==> src/rtl/axi4_xbar_1to2.sv <==
// rtl/axi4_xbar_1to2.sv - AXI4 1-to-2 address-decoding crossbar (m0 = SRAM, m1 = device window)
// One outstanding read and one outstanding write, each with its own FSM.
module axi4_xbar_1to2 #(
    parameter logic [31:0] DEV_BASE = 32'ha000_0000,
    parameter logic [31:0] DEV_MASK = 32'hff00_0000
) (
    input  logic        clk,
    input  logic        reset,
    // upstream
    input  logic        s_awvalid,
    output logic        s_awready,
    input  logic [31:0] s_awaddr,
    input  logic [3:0]  s_awid,
    input  logic [7:0]  s_awlen,
    input  logic [2:0]  s_awsize,
    input  logic [1:0]  s_awburst,
    input  logic        s_wvalid,
    output logic        s_wready,
    input  logic [31:0] s_wdata,
    input  logic [3:0]  s_wstrb,
    input  logic        s_wlast,
    output logic        s_bvalid,
    input  logic        s_bready,
    output logic [1:0]  s_bresp,
    output logic [3:0]  s_bid,
    input  logic        s_arvalid,
    output logic        s_arready,
    input  logic [31:0] s_araddr,
    input  logic [3:0]  s_arid,
    input  logic [7:0]  s_arlen,
    input  logic [2:0]  s_arsize,
    input  logic [1:0]  s_arburst,
    output logic        s_rvalid,
    input  logic        s_rready,
    output logic [1:0]  s_rresp,
    output logic [31:0] s_rdata,
    output logic        s_rlast,
    output logic [3:0]  s_rid,
    // m0: SRAM
    output logic        m0_awvalid,
    input  logic        m0_awready,
    output logic [31:0] m0_awaddr,
    output logic [3:0]  m0_awid,
    output logic [7:0]  m0_awlen,
    output logic [2:0]  m0_awsize,
    output logic [1:0]  m0_awburst,
    output logic        m0_wvalid,
    input  logic        m0_wready,
    output logic [31:0] m0_wdata,
    output logic [3:0]  m0_wstrb,
    output logic        m0_wlast,
    input  logic        m0_bvalid,
    output logic        m0_bready,
    input  logic [1:0]  m0_bresp,
    input  logic [3:0]  m0_bid,
    output logic        m0_arvalid,
    input  logic        m0_arready,
    output logic [31:0] m0_araddr,
    output logic [3:0]  m0_arid,
    output logic [7:0]  m0_arlen,
    output logic [2:0]  m0_arsize,
    output logic [1:0]  m0_arburst,
    input  logic        m0_rvalid,
    output logic        m0_rready,
    input  logic [1:0]  m0_rresp,
    input  logic [31:0] m0_rdata,
    input  logic        m0_rlast,
    input  logic [3:0]  m0_rid,
    // m1: device / MMIO
    output logic        m1_awvalid,
    input  logic        m1_awready,
    output logic [31:0] m1_awaddr,
    output logic [3:0]  m1_awid,
    output logic [7:0]  m1_awlen,
    output logic [2:0]  m1_awsize,
    output logic [1:0]  m1_awburst,
    output logic        m1_wvalid,
    input  logic        m1_wready,
    output logic [31:0] m1_wdata,
    output logic [3:0]  m1_wstrb,
    output logic        m1_wlast,
    input  logic        m1_bvalid,
    output logic        m1_bready,
    input  logic [1:0]  m1_bresp,
    input  logic [3:0]  m1_bid,
    output logic        m1_arvalid,
    input  logic        m1_arready,
    output logic [31:0] m1_araddr,
    output logic [3:0]  m1_arid,
    output logic [7:0]  m1_arlen,
    output logic [2:0]  m1_arsize,
    output logic [1:0]  m1_arburst,
    input  logic        m1_rvalid,
    output logic        m1_rready,
    input  logic [1:0]  m1_rresp,
    input  logic [31:0] m1_rdata,
    input  logic        m1_rlast,
    input  logic [3:0]  m1_rid
);

    typedef enum logic [1:0] {R_IDLE, R_ADDR, R_DATA} r_state_t;
    typedef enum logic [1:0] {W_IDLE, W_ADDR, W_DATA, W_RESP} w_state_t;

    r_state_t    r_state, r_next;
    w_state_t    w_state, w_next;

    logic        rsel, wsel;
    logic [31:0] ar_addr, aw_addr;
    logic [3:0]  ar_id, aw_id;
    logic [7:0]  ar_len, aw_len;
    logic [2:0]  ar_size, aw_size;
    logic [1:0]  ar_burst, aw_burst;

    always_ff @(posedge clk or negedge reset) begin
        if (!reset) begin
            r_state  <= R_IDLE;
            rsel     <= 1'b0;
            ar_addr  <= '0;
            ar_id    <= '0;
            ar_len   <= '0;
            ar_size  <= '0;
            ar_burst <= '0;
        end else begin
            r_state <= r_next;
            if (r_state == R_IDLE && s_arvalid) begin
                rsel     <= ((s_araddr & DEV_MASK) == DEV_BASE);
                ar_addr  <= s_araddr;
                ar_id    <= s_arid;
                ar_len   <= s_arlen;
                ar_size  <= s_arsize;
                ar_burst <= s_arburst;
            end
        end
    end

    always_ff @(posedge clk or negedge reset) begin
        if (!reset) begin
            w_state  <= W_IDLE;
            wsel     <= 1'b0;
            aw_addr  <= '0;
            aw_id    <= '0;
            aw_len   <= '0;
            aw_size  <= '0;
            aw_burst <= '0;
        end else begin
            w_state <= w_next;
            if (w_state == W_IDLE && s_awvalid) begin
                wsel     <= ((s_awaddr & DEV_MASK) == DEV_BASE);
                aw_addr  <= s_awaddr;
                aw_id    <= s_awid;
                aw_len   <= s_awlen;
                aw_size  <= s_awsize;
                aw_burst <= s_awburst;
            end
        end
    end

    // Payloads fan out to both ports; only valid/ready depend on the select.
    assign m0_araddr  = ar_addr;   assign m1_araddr  = ar_addr;
    assign m0_arid    = ar_id;     assign m1_arid    = ar_id;
    assign m0_arlen   = ar_len;    assign m1_arlen   = ar_len;
    assign m0_arsize  = ar_size;   assign m1_arsize  = ar_size;
    assign m0_arburst = ar_burst;  assign m1_arburst = ar_burst;
    assign m0_awaddr  = aw_addr;   assign m1_awaddr  = aw_addr;
    assign m0_awid    = aw_id;     assign m1_awid    = aw_id;
    assign m0_awlen   = aw_len;    assign m1_awlen   = aw_len;
    assign m0_awsize  = aw_size;   assign m1_awsize  = aw_size;
    assign m0_awburst = aw_burst;  assign m1_awburst = aw_burst;
    assign m0_wdata   = s_wdata;   assign m1_wdata   = s_wdata;
    assign m0_wstrb   = s_wstrb;   assign m1_wstrb   = s_wstrb;
    assign m0_wlast   = s_wlast;   assign m1_wlast   = s_wlast;

    assign s_rdata = rsel ? m1_rdata : m0_rdata;
    assign s_rresp = rsel ? m1_rresp : m0_rresp;
    assign s_rlast = rsel ? m1_rlast : m0_rlast;
    assign s_rid   = rsel ? m1_rid   : m0_rid;
    assign s_bresp = wsel ? m1_bresp : m0_bresp;
    assign s_bid   = wsel ? m1_bid   : m0_bid;

    // Idle-state readies are qualified by reset so they read 0 while held in reset.
    always_comb begin
        r_next     = r_state;
        s_arready  = 1'b0;
        m0_arvalid = 1'b0;
        m1_arvalid = 1'b0;
        m0_rready  = 1'b0;
        m1_rready  = 1'b0;
        s_rvalid   = 1'b0;
        case (r_state)
            R_IDLE: begin
                s_arready = reset;
                if (s_arvalid) r_next = R_ADDR;
            end
            R_ADDR: begin
                m0_arvalid = !rsel;
                m1_arvalid = rsel;
                if (rsel ? m1_arready : m0_arready) r_next = R_DATA;
            end
            R_DATA: begin
                s_rvalid  = rsel ? m1_rvalid : m0_rvalid;
                m0_rready = !rsel && s_rready;
                m1_rready = rsel && s_rready;
                if (s_rvalid && s_rready && s_rlast) r_next = R_IDLE;
            end
            default: r_next = R_IDLE;
        endcase
    end

    always_comb begin
        w_next     = w_state;
        s_awready  = 1'b0;
        s_wready   = 1'b0;
        s_bvalid   = 1'b0;
        m0_awvalid = 1'b0;
        m1_awvalid = 1'b0;
        m0_wvalid  = 1'b0;
        m1_wvalid  = 1'b0;
        m0_bready  = 1'b0;
        m1_bready  = 1'b0;
        case (w_state)
            W_IDLE: begin
                s_awready = reset;
                if (s_awvalid) w_next = W_ADDR;
            end
            W_ADDR: begin
                m0_awvalid = !wsel;
                m1_awvalid = wsel;
                if (wsel ? m1_awready : m0_awready) w_next = W_DATA;
            end
            W_DATA: begin
                m0_wvalid = !wsel && s_wvalid;
                m1_wvalid = wsel && s_wvalid;
                s_wready  = wsel ? m1_wready : m0_wready;
                if (s_wvalid && s_wready && s_wlast) w_next = W_RESP;
            end
            W_RESP: begin
                s_bvalid  = wsel ? m1_bvalid : m0_bvalid;
                m0_bready = !wsel && s_bready;
                m1_bready = wsel && s_bready;
                if (s_bvalid && s_bready) w_next = W_IDLE;
            end
            default: w_next = W_IDLE;
        endcase
    end

endmodule
==> config.mk <==
export PLATFORM = sky130hd
export DESIGN_NAME = axi4_xbar_1to2
export DESIGN_NICKNAME = d
export VERILOG_FILES = /design/src/rtl/axi4_xbar_1to2.sv
export SDC_FILE = /design/constraint.sdc
export NUM_CORES = 1
export LEC_CHECK = 0
export ABC_AREA = 1
export BUFFER_PORTS_ARGS = -buffer_cell sky130_fd_sc_hd__buf_2
export CAP_MARGIN = 20
export CORE_AREA = 10 10 213 215
export CTS_BUF_LIST = sky130_fd_sc_hd__clkbuf_4
export DETAILED_ROUTE_END_ITERATION = 10
export DIE_AREA = 0 0 223 225
export GPL_TIMING_DRIVEN = 0
export HOLD_SLACK_MARGIN = 0.03
export PLACE_DENSITY_LB_ADDON = 0.1
export SETUP_SLACK_MARGIN = 0.2
export SLEW_MARGIN = 10
export SYNTH_ARGS = -nofsm -noshare
export SYNTH_HDL_FRONTEND = slang
export SYNTH_SLANG_ARGS = --single-unit
export TNS_END_PERCENT = 10
==> constraint.sdc <==
create_clock -name clk -period 1.85 [get_ports clk]
set_clock_uncertainty 0.15 [all_clocks]
set_input_delay 0.37 -clock clk [delete_from_list [all_inputs] [get_ports clk]]
set_output_delay 0.37 -clock clk [all_outputs]
set_load 0.01 [all_outputs]
==> flow_metrics.tcl <==
set metrics [dict create \
    outcome "complete, but fails checks" \
    failed_checks "negative hold slack, negative setup slack" \
    syn_area_um2 6170 \
    r2r_setup_slack_ps 110 \
    gp_congestion 0.7880 \
    ctsRootBufferMaster "clkbuf_4" \
    path_class "flop to output port" \
    clk_latency_ps 550 \
    fin_crit_sh_pct 116.8 \
    worst_ep_required_time_ps 1330 \
    drc 0 \
    cts_tree "yes" \
    antenna_found_initial 2 \
    final_core_util_pct 28.02 \
    grt_pass1_vias 6938 \
    worstPathMaxFanout 6 \
    fp.dieArea_um2 50180 \
    rsz0062_at_grt "true" \
    die_w_um 223 \
    design_area_um2 11590 \
    crit_arrival_ps 1640 \
    syn_nets 883 \
    fin_crit_ps 2161 \
    max_freq_mhz 462.8 \
    p_seq_share_pct 29.2 \
    power_switching_mw 6.019 \
    layout-drive-gt1-share_pct 70.21 \
    dp_hpwl_mm 25.96 \
    intPower_mw 9.296 \
    wire_per_inst_um 16.86 \
    worstSetupStartpointType "flop" \
    portBuffers 535 \
    cts_made_buffers 9 \
    grt_pass1_wl_mm 44.75 \
    wl_mm 31.20 \
    syn_avg_cell_area_um2 9.701 \
    pwr-share-clk_pct 10.5 \
    fp.dieH_um 225 \
    ir_worst_vdd_mv 0.6926 \
    dp_slack_ps -212.9 \
    instances_no_fill 1850 \
    slew_headroom_pct 38.00 \
    r2r_start "w_state[0]" \
    vias 6456 \
    grt_usage_pct 11.69 \
    grt_max_degree 63 \
    setup_viol 61 \
    overflow 0 \
    fin_hold_ws_ps -446.1 \
    tns_ps -14750 \
    drv_slew 0 \
    syn_inst 636 \
    rows 75 \
    core_area_um2 41380 \
    p_sw_share_pct 39.30 \
    r2r_end "m0_awaddr[23]" \
    p_comb_share_pct 60.3 \
    cts.path.max_buffers 2 \
    power_density_nw_per_um2 1321 \
    hp-class "input pin to asynchronous set/reset pin" \
    num-fill-cells 4461 \
    ys_warn_count 0 \
    initial_utilization_pct 14.91 \
    clock-sinks 104 \
    via_per_inst 3.490 \
    maxCapViolations 0 \
    dr.pass1.iters 4 \
    nets 1548 \
    htree_levels 3 \
    cts.reportedPaths.clkPinSlew_ps 190 \
    area_growth_pct 87.93 \
    drtIter0Drc 162 \
    hold_viol_final 85 \
    io-pin-count 572 \
    synth.yosys.seq_area_share_pct 42.18 \
    fin_ws_ps -310.7 \
    critPathCaptureType "output port" \
    dp_cells 1711 \
    reg2reg_depth 6 \
    antenna_left 0 \
    yosysUniqueCellTypes 22 \
    worst_slew_pin_slew_ps 927.0 \
    place_area_um2 9560 \
    p_leak_nw 6.293 \
    synth_seq_cells 104 \
]
## registers in the layout (all words and copies together) (netlist names)
signal,flops
m0_arsize,3
m0_awburst,2
w_state,2
m0_arlen,8
m0_arburst,2
r_state,2
m0_awlen,8
m0_awid,4
wsel,1
m0_araddr,32
m0_arid,4
m0_awsize,3
m0_awaddr,32
rsel,1
## stage by stage
step / total power, mW / hold slack, ps
finish: 15.31 / -446.1
global route: 16.45 / -514.6
CTS: 15.44 / -515.7
detailed placement: 13.14 / 198.2
global placement: 13.21 / 365.5
floorplan: 9.272 / -75.59
## cells in the mapped netlist (all sizes together)
| cell type | instances | share of area (%) |
|---|---|---|
| clkinv | 1 | 0.061 |
| nand4 | 4 | 0.41 |
| inv | 26 | 1.6 |
| ha | 5 | 1.0 |
| a21oi | 2 | 0.16 |
| mux2 | 90 | 18 |
| nor3b | 1 | 0.12 |
| buf | 185 | 22 |
| dfrtp | 104 | 42 |
| o31ai | 2 | 0.24 |
| clkbuf | 9 | 0.55 |
| nor2 | 9 | 0.55 |
| nand2 | 175 | 11 |
| o21ai | 9 | 0.73 |
| nor3 | 6 | 0.49 |
| or2 | 1 | 0.10 |
| nand3 | 7 | 0.57 |
## layout by cell type, fill, tap and decap left out, types with 2 or more instances in the layout
cell type,count
buf_2,504
buf_4,174
nand2_1,134
dlygate4sd3_1,107
dfrtp_1,100
mux2_2,61
buf_6,47
nand2_2,29
mux2_4,29
inv_1,18
nand2_4,12
clkbuf_4,12
o21ai_0,8
buf_8,7
nand3_1,7
inv_2,6
nor2_1,6
diode_2,5
nor3_2,5
nand4_1,4
ha_4,4
dfrtp_2,4
clkbuf_16,3
nor2_2,3
bufinv_16,3
inv_6,3
inv_4,2
## power by group through the flow
stage               clock network, mW  registers (mW)  logic, mW
floorplan                           0            4.75       4.52
global placement                    0            4.52       8.70
detailed placement                  0            4.49       8.65
CTS                              1.75            4.48       9.20
global route                     1.82            4.67       9.95
finish                           1.60            4.48       9.24
## repair_timing
item                                    CTS  global route
cloned                                    4             1
endpoints found under the setup margin  306           322
buffers inserted                          4             2
gates resized for setup                 115            77
hold endpoints to repair                208            63
pin swaps                                 5             7
hold buffers                            106             1
## worst max-delay path, stage by stage (launching register included)
cell and delay (ps):
dfrtp_1 410, buf_6 160, clkinv_8 90, clkbuf_16 170, nand2_4 60, nand2_4 60
buf_6 120
## final cells by class
type	instances	area, um2	share of cell area, %
repair buffers	653	4065	35.06
flip-flops and latches	104	2608	22.49
multi-input cells	311	2308	19.91
plain buffers	194	1608	13.87
well taps	539	674.4	5.816
clock inverters	7	123.9	1.068
inverters	27	118.9	1.025
clock buffers	9	67.56	0.5827
diodes	5	12.51	0.1079
repair inverters	1	8.758	0.07554
## worst max path at each step
stage	cells past startpoint	end	slack, ps	from
2_1_floorplan	5	m0_awaddr[0]	200	w_state[0]
3_3_place_gp	3	s_arready	-1710	reset
3_5_place_dp	5	s_awready	-210	reset
4_1_cts	6	s_rdata[23]	-400	rsel
5_1_grt	6	s_rdata[23]	-460	rsel
6_report	6	s_rdata[25]	-310	rsel
## kinds of logic after synthesis
logic type	synth area share, %
flip-flops	42.18
buffers and inverters	24.56
AO/OA/AOI/OAI	1.136
adder cells (fa/ha/maj)	1.014
AND/OR/NAND/NOR	12.92
multiplexers	18.19
## routing by layer
metal / track usage (%) / vias to the layer above / part of all wire (%)
met5: 0 / - / 0
li1: - / 3174 / -
met2: 20.70 / 287 / 51
met4: 3.596 / 0 / 2.2
met1: 12.41 / 2971 / 38
met3: 4.799 / 24 / 8.4
No activity file was read; power rests on OpenSTA's default activity.
